**src/rtl/sevenseg_scan_decoder_pkg.sv**
```systemverilog
// Shared constants and types for the 7-segment scan decoder.
// Segment patterns are active low on seg[6:0]; anode codes are active low.
package sevenseg_scan_decoder_pkg;

   localparam logic [6:0] SEG_0     = 7'h40;
   localparam logic [6:0] SEG_1     = 7'h79;
   localparam logic [6:0] SEG_2     = 7'h24;
   localparam logic [6:0] SEG_3     = 7'h30;
   localparam logic [6:0] SEG_4     = 7'h19;
   localparam logic [6:0] SEG_5     = 7'h12;
   localparam logic [6:0] SEG_6     = 7'h02;
   localparam logic [6:0] SEG_7     = 7'h78;
   localparam logic [6:0] SEG_8     = 7'h00;
   localparam logic [6:0] SEG_9     = 7'h10;
   localparam logic [6:0] SEG_BLANK = 7'h7F;

   localparam logic [3:0] AN_D0   = 4'b1110;
   localparam logic [3:0] AN_D1   = 4'b1101;
   localparam logic [3:0] AN_D2   = 4'b1011;
   localparam logic [3:0] AN_D3   = 4'b0111;
   localparam logic [3:0] AN_NONE = 4'b1111;

   typedef struct packed {
      logic [3:0] bcd;
      logic       blank;
      logic       dp;
   } slot_t;

endpackage

```
**src/rtl/sevenseg_pattern_decode.sv**
```systemverilog
// Combinational decode of an active-low 7-segment pattern into BCD.
// Unknown patterns report BCD 0 with is_err set; all-off reports is_blank.
module sevenseg_pattern_decode
   import sevenseg_scan_decoder_pkg::*;
(
   input  logic [6:0] seg,
   output logic [3:0] bcd,
   output logic       is_blank,
   output logic       is_err
);

   always_comb begin
      bcd      = 4'd0;
      is_blank = 1'b0;
      is_err   = 1'b0;
      case (seg)
         SEG_0:     bcd = 4'd0;
         SEG_1:     bcd = 4'd1;
         SEG_2:     bcd = 4'd2;
         SEG_3:     bcd = 4'd3;
         SEG_4:     bcd = 4'd4;
         SEG_5:     bcd = 4'd5;
         SEG_6:     bcd = 4'd6;
         SEG_7:     bcd = 4'd7;
         SEG_8:     bcd = 4'd8;
         SEG_9:     bcd = 4'd9;
         SEG_BLANK: is_blank = 1'b1;
         default:   is_err = 1'b1;
      endcase
   end

endmodule

```
**src/rtl/sevenseg_scan_decoder.sv**
```systemverilog
// Rebuilds four BCD digits from a multiplexed seg/an display bus and flags errors.
// Optional scan-stall monitor enabled by defining STALL_DETECT_EN.
module sevenseg_scan_decoder
   import sevenseg_scan_decoder_pkg::*;
#(
   parameter int STABLE_CYCLES  = 4,
   parameter int TIMEOUT_CYCLES = 1000000
) (
   input  logic        clk,
   input  logic        rst_n,
   input  logic [7:0]  seg,
   input  logic [3:0]  an,
   output logic [15:0] digits,
   output logic [3:0]  dp,
   output logic [3:0]  blank,
   output logic        frame_valid,
   output logic        pat_err,
   output logic        an_err,
   output logic        stall
);

   localparam int CW = $clog2(STABLE_CYCLES);
   localparam logic [CW-1:0] CNT_MAX = CW'(STABLE_CYCLES - 1);
   localparam logic [CW-1:0] CNT_PRE = CW'(STABLE_CYCLES - 2);

   logic [7:0]    seg_s1_q, seg_s2_q;
   logic [3:0]    an_s1_q, an_s2_q, an_q;
   logic [CW-1:0] stab_cnt_q, stab_cnt_d;
   slot_t         slot_q [4];
   slot_t         slot_d [4];
   logic [3:0]    seen_q, seen_d;
   logic [15:0]   digits_q, digits_d;
   logic [3:0]    dp_q, dp_d, blank_q, blank_d;
   logic          frame_valid_q, frame_valid_d;
   logic          pat_err_q, pat_err_d;
   logic          an_err_q, an_err_d;
   logic          cap_valid;
   logic [1:0]    cap_idx;
   logic          dwell_hit;
   logic [3:0]    dec_bcd;
   logic          dec_blank, dec_err;

   sevenseg_pattern_decode u_decode (
      .seg      (seg_s2_q[6:0]),
      .bcd      (dec_bcd),
      .is_blank (dec_blank),
      .is_err   (dec_err)
   );

   // The counter saturates, so the capture fires only on the step into saturation.
   assign dwell_hit = (an_s2_q == an_q) && (stab_cnt_q == CNT_PRE);

   always_comb begin
      stab_cnt_d = stab_cnt_q;
      if (an_s2_q != an_q) begin
         stab_cnt_d = '0;
      end else if (stab_cnt_q != CNT_MAX) begin
         stab_cnt_d = stab_cnt_q + CW'(1);
      end else begin
         stab_cnt_d = stab_cnt_q;
      end
   end

   always_comb begin
      cap_valid = 1'b0;
      cap_idx   = 2'd0;
      an_err_d  = 1'b0;
      if (dwell_hit) begin
         case (an_s2_q)
            AN_D0:   begin cap_valid = 1'b1; cap_idx = 2'd0; end
            AN_D1:   begin cap_valid = 1'b1; cap_idx = 2'd1; end
            AN_D2:   begin cap_valid = 1'b1; cap_idx = 2'd2; end
            AN_D3:   begin cap_valid = 1'b1; cap_idx = 2'd3; end
            AN_NONE: cap_valid = 1'b0;
            default: an_err_d = 1'b1;
         endcase
      end else begin
         cap_valid = 1'b0;
      end
   end

   // Frame latch copies the pre-capture slots, so a coincident capture joins the next frame.
   always_comb begin
      slot_d        = slot_q;
      seen_d        = seen_q;
      digits_d      = digits_q;
      dp_d          = dp_q;
      blank_d       = blank_q;
      frame_valid_d = (seen_q == 4'hF);
      pat_err_d     = pat_err_q | (cap_valid & dec_err);
      if (frame_valid_d) begin
         seen_d = 4'h0;
         for (int i = 0; i < 4; i++) begin
            digits_d[i*4 +: 4] = slot_q[i].bcd;
            dp_d[i]            = slot_q[i].dp;
            blank_d[i]         = slot_q[i].blank;
         end
      end else begin
         seen_d = seen_q;
      end
      if (cap_valid) begin
         slot_d[cap_idx]  = '{bcd: dec_bcd, blank: dec_blank, dp: ~seg_s2_q[7]};
         seen_d[cap_idx]  = 1'b1;
      end else begin
         slot_d[cap_idx]  = slot_q[cap_idx];
      end
   end

   always_ff @(posedge clk or negedge rst_n) begin
      if (!rst_n) begin
         seg_s1_q      <= 8'hFF;
         seg_s2_q      <= 8'hFF;
         an_s1_q       <= 4'hF;
         an_s2_q       <= 4'hF;
         an_q          <= 4'hF;
         stab_cnt_q    <= '0;
         for (int i = 0; i < 4; i++) slot_q[i] <= '0;
         seen_q        <= 4'h0;
         digits_q      <= 16'h0000;
         dp_q          <= 4'h0;
         blank_q       <= 4'hF;
         frame_valid_q <= 1'b0;
         pat_err_q     <= 1'b0;
         an_err_q      <= 1'b0;
      end else begin
         seg_s1_q      <= seg;
         seg_s2_q      <= seg_s1_q;
         an_s1_q       <= an;
         an_s2_q       <= an_s1_q;
         an_q          <= an_s2_q;
         stab_cnt_q    <= stab_cnt_d;
         slot_q        <= slot_d;
         seen_q        <= seen_d;
         digits_q      <= digits_d;
         dp_q          <= dp_d;
         blank_q       <= blank_d;
         frame_valid_q <= frame_valid_d;
         pat_err_q     <= pat_err_d;
         an_err_q      <= an_err_d;
      end
   end

   assign digits      = digits_q;
   assign dp          = dp_q;
   assign blank       = blank_q;
   assign frame_valid = frame_valid_q;
   assign pat_err     = pat_err_q;
   assign an_err      = an_err_q;

`ifdef STALL_DETECT_EN
   localparam int IW = $clog2(TIMEOUT_CYCLES + 1);
   localparam logic [IW-1:0] IDLE_MAX = IW'(TIMEOUT_CYCLES);

   logic [IW-1:0] idle_q, idle_d;
   logic          stall_q, stall_d;

   always_comb begin
      idle_d = idle_q;
      if (cap_valid) begin
         idle_d = '0;
      end else if (idle_q != IDLE_MAX) begin
         idle_d = idle_q + IW'(1);
      end else begin
         idle_d = idle_q;
      end
      stall_d = (idle_d == IDLE_MAX);
   end

   always_ff @(posedge clk or negedge rst_n) begin
      if (!rst_n) begin
         idle_q  <= '0;
         stall_q <= 1'b0;
      end else begin
         idle_q  <= idle_d;
         stall_q <= stall_d;
      end
   end

   assign stall = stall_q;
`else
   logic unused_timeout_s;
   assign unused_timeout_s = ^TIMEOUT_CYCLES;
   assign stall = 1'b0;
`endif

endmodule
```
**config.mk**
```make
export PLATFORM = sky130hd
export DESIGN_NAME = sevenseg_scan_decoder
export DESIGN_NICKNAME = d
export VERILOG_FILES = /design/src/rtl/sevenseg_scan_decoder_pkg.sv /design/src/rtl/sevenseg_pattern_decode.sv /design/src/rtl/sevenseg_scan_decoder.sv
export SDC_FILE = /design/constraint.sdc
export NUM_CORES = 1
export LEC_CHECK = 0
export CAP_MARGIN = 10
export CORE_AREA = 2 2 119 63
export DETAILED_ROUTE_END_ITERATION = 10
export DIE_AREA = 0 0 121 65
export PLACE_DENSITY_LB_ADDON = 0.3
export REMOVE_ABC_BUFFERS = 1
export SLEW_MARGIN = 20
export SYNTH_ARGS = -nofsm -noshare
export SYNTH_HDL_FRONTEND = slang
export SYNTH_SLANG_ARGS = --single-unit
```
**constraint.sdc**
```tcl
create_clock -name clk -period 1.8 [get_ports clk]
set_input_delay 0.36 -clock clk [delete_from_list [all_inputs] [get_ports clk]]
set_output_delay 0.36 -clock clk [all_outputs]
set_load 0.01 [all_outputs]
```
==> flow_summary.yaml <==
clock_network:
  clkSinkCount: 85
  clk_latency_ns: 0.34
  clockRootBuffer: "clkbuf_16"
  cts.htree.levels: 3
  cts_buffers: 9
  clk_pin_slew_ns: 0.06
  cts_tree: "done"
  clockBufferDepth: 2
floorplan:
  rows: 22
  fp.coreArea_um2: 6960
  chipHeight_um: 65
  die_x_um: 121
  die-area_um2: 7870
  pin_count: 42
  start_util: 0.468
global_routing:
  gr-usage-all-layers: 0.182
  antenna_found_initial: 0
  grt_pass1_vias: 2116
  grt_max_degree: 36
  grt-ovfl-total: 0
  grt_pass1_wl_um: 10500
final_layout:
  multi_input_area_um2: 1030
  diodes: 0
  num-fill-cells: 567
  fin_area_um2: 4200
  layout.nets: 331
  drive_gt1_frac: 0.297
  fin_cells: 416
  seq_area_um2: 2170
  syn_to_final_growth_pct: 29.0
logic_synthesis:
  synthTopCellsByCount: "nand2_1 (72), dfrtp_1 (53), dfstp_2 (32), mux2_2 (19)"
  syn_area_um2: 3260
  synth-seq-cells: 85
  synth-seq-area-share: 0.665
  syn_avg_cell_area_um2: 12.6
  synth_edf_count: 0
  syn_inst: 259
  yosysMostFrequentCell: "nand2_1"
  ys_types: 41
  synth-async-reset-ratio: 1.00
  yosysWarnings: 0
  synth_top_flop_cell: "dfrtp_1"
  synthTopCellsByArea: "dfrtp_1 (41%), dfstp_2 (26%), nand2_1 (8.3%)"
  yosysTopAreaCellShare: 0.407
  yosysTopAreaCell: "dfrtp_1"
routing:
  vias: 2048
  drc: 0
  first_iter_violations: 116
  routed_wl_um: 6220
  wl_per_cell_um: 14.9
  drt.antenna.violating_nets: 0
  vias_per_cell: 4.92
  firstDrtPassIters: 4
power_and_ir_drop:
  powerDensity_nw_per_um2: 957
  vdd_drop_max_mv: 0.516
  power_leakage_nw: 2.02
  power.total_w: 0.00402
worst_setup_path:
  crit_type: "reg -> reg"
  max_stage_delay_ns: 0.57
  crit_path_end_kind: "flop"
  required_ns: 2.02
  crit_chain: "xor2_2 -> nor4_4 -> and3_2 -> mux2_2"
  cpMaxStageDelayCell: "dfstp_2"
  cp.depth: 4
  cp-start-kind: "flop"
  cp_max_fo: 7
  cp_num_buf_inv: 0
  worstPathArrival_ns: 2.02
  rr_worst_depth: 4
  cp_top_family: "simple AND/OR/NAND/NOR gates"
timing:
  worst_slack_ns: -0.00210
  fmax_mhz: 555
  setup_viol_count_final: 2
  relSlewSlack: 0.551
  tightest_slew_ns: 0.673
  rsz0062_at_grt: "yes"
  slew_violations: 0
  min_period_ns: 1.80
  post-route-period-util: 1.00
  skew_ns: 0.00584
  hold_viol: 0
place:
  numPortBuffers: 40
  globalplace.congestion: 0.740
  placed_area_um2: 3830
  dp_hpwl_um: 4170
  pre_cts_ws_ns: -0.0103
  dpl.cell_count: 398
hold_path:
  hold_class: "reg -> reg"
  hold_depth: 0
run_status:
  status: "finished, violations left"
  violations: "negative setup slack"
job:
  maxCapViolations: 0
## layout by cell type (no fill, tap or decap), drive strengths merged, types with 3 or more instances in the layout
cell type,n
nand2,72
dfrtp,53
clkdlybuf4s50,38
dfstp,32
mux2,20
buf,17
clkbuf,12
inv,7
o21ai,6
nor2,5
xor2,5
mux2i,4
and4b,4
and3,4
nand3,4
nor2b,3
clkinv,3
## routing by layer
layer / wire length (um) / vias to the layer above / global-route usage
met5: 0 / - / 0
met1: 3200 / 1018 / 0.255
met2: 2600 / 47 / 0.254
met4: 102 / 0 / 0.0698
met3: 319 / 10 / 0.0722
li1: - / 973 / -
## state kept, by name, summed over array words and instances, names as in the netlist, 2 cells and up
register    cells
an_s1_q         4
an_q            4
seg_s1_q        8
stab_cnt_q      2
an_s2_q         4
slot_q         24
seen_q          4
dp              4
seg_s2_q        8
digits         16
blank           4
## worst reg2reg max path, delay by kind of cell (launching register included)
family	cells	cell delay [ns]
AND/OR/NAND/NOR	2	0.66
multiplexers	1	0.36
flip-flops	1	0.57
XOR/XNOR	1	0.10
## path summary, 6_finish.rpt
| path | startpoint | end | slack, ns |
|---|---|---|---|
| setup / recovery | an_s2_q[0] | slot_q[5] | -0.002 |
| hold / removal | an_s1_q[1] | an_s2_q[1] | 0.35 |
| setup reg to reg | an_s2_q[0] | slot_q[5] | -0.002 |
| hold reg to reg | an_s1_q[1] | an_s2_q[1] | 0.35 |
| max in group asynchronous | rst_n | seg_s2_q[7] | 0.68 |
| min in group asynchronous | rst_n | stab_cnt_q[0] | 0.52 |
## cell families after synthesis
logic type	Yosys count	synth area share
other	1	0.00115
buffers and inverters	19	0.0303
multiplexers	24	0.0814
AND/OR/NAND/NOR	103	0.154
AO/OA/AOI/OAI	17	0.0384
adder cells (fa/ha/maj)	3	0.0108
flip-flops	85	0.665
XOR/XNOR	7	0.0188
## layout make-up
| cell class | count | share of cell area |
|---|---|---|
| Sequential cell | 85 | 0.516 |
| Multi-Input combinational cell | 155 | 0.245 |
| Timing Repair Buffer | 57 | 0.130 |
| Clock buffer | 12 | 0.0634 |
| Tap cell | 96 | 0.0286 |
| Clock inverter | 4 | 0.0107 |
| Inverter | 7 | 0.00625 |
## report_power, final
part | leakage [nW] | switching (W) | internal (W) | total [W]
Combinational | 0.787 | 0.0000776 | 0.0000650 | 0.000143
Sequential | 1.08 | 0.0000310 | 0.00197 | 0.00200
Clock | 0.158 | 0.000698 | 0.00118 | 0.00188
Total | 2.02 | 0.000807 | 0.00322 | 0.00402
## per-stage QoR
| step | TNS (ns) | util | hold slack (ns) |
|---|---|---|---|
| 3_3_place_gp | 0 | 0.550 | 0.339 |
| 4_1_cts | 0 | 0.596 | 0.355 |
| 3_5_place_dp | -0.0272 | 0.550 | 0.347 |
| 6_report | -0.00240 | 0.603 | 0.355 |
| 5_1_grt | -1.19 | 0.603 | 0.358 |
| 2_1_floorplan | -2.38 | - | 0.0644 |
## what timing repair did
| item | 4_1_cts | 5_1_grt |
|---|---|---|
| resized for setup | 1 | 9 |
| hold buffers | 1 | 0 |
| pin swaps | 0 | 3 |
| hold endpoints to repair | 28 | 0 |
| setup buffers | 0 | 1 |
| cloned | 0 | 0 |
| setup endpoints to repair | 5 | 24 |
(Power assumes the default switching activity.)
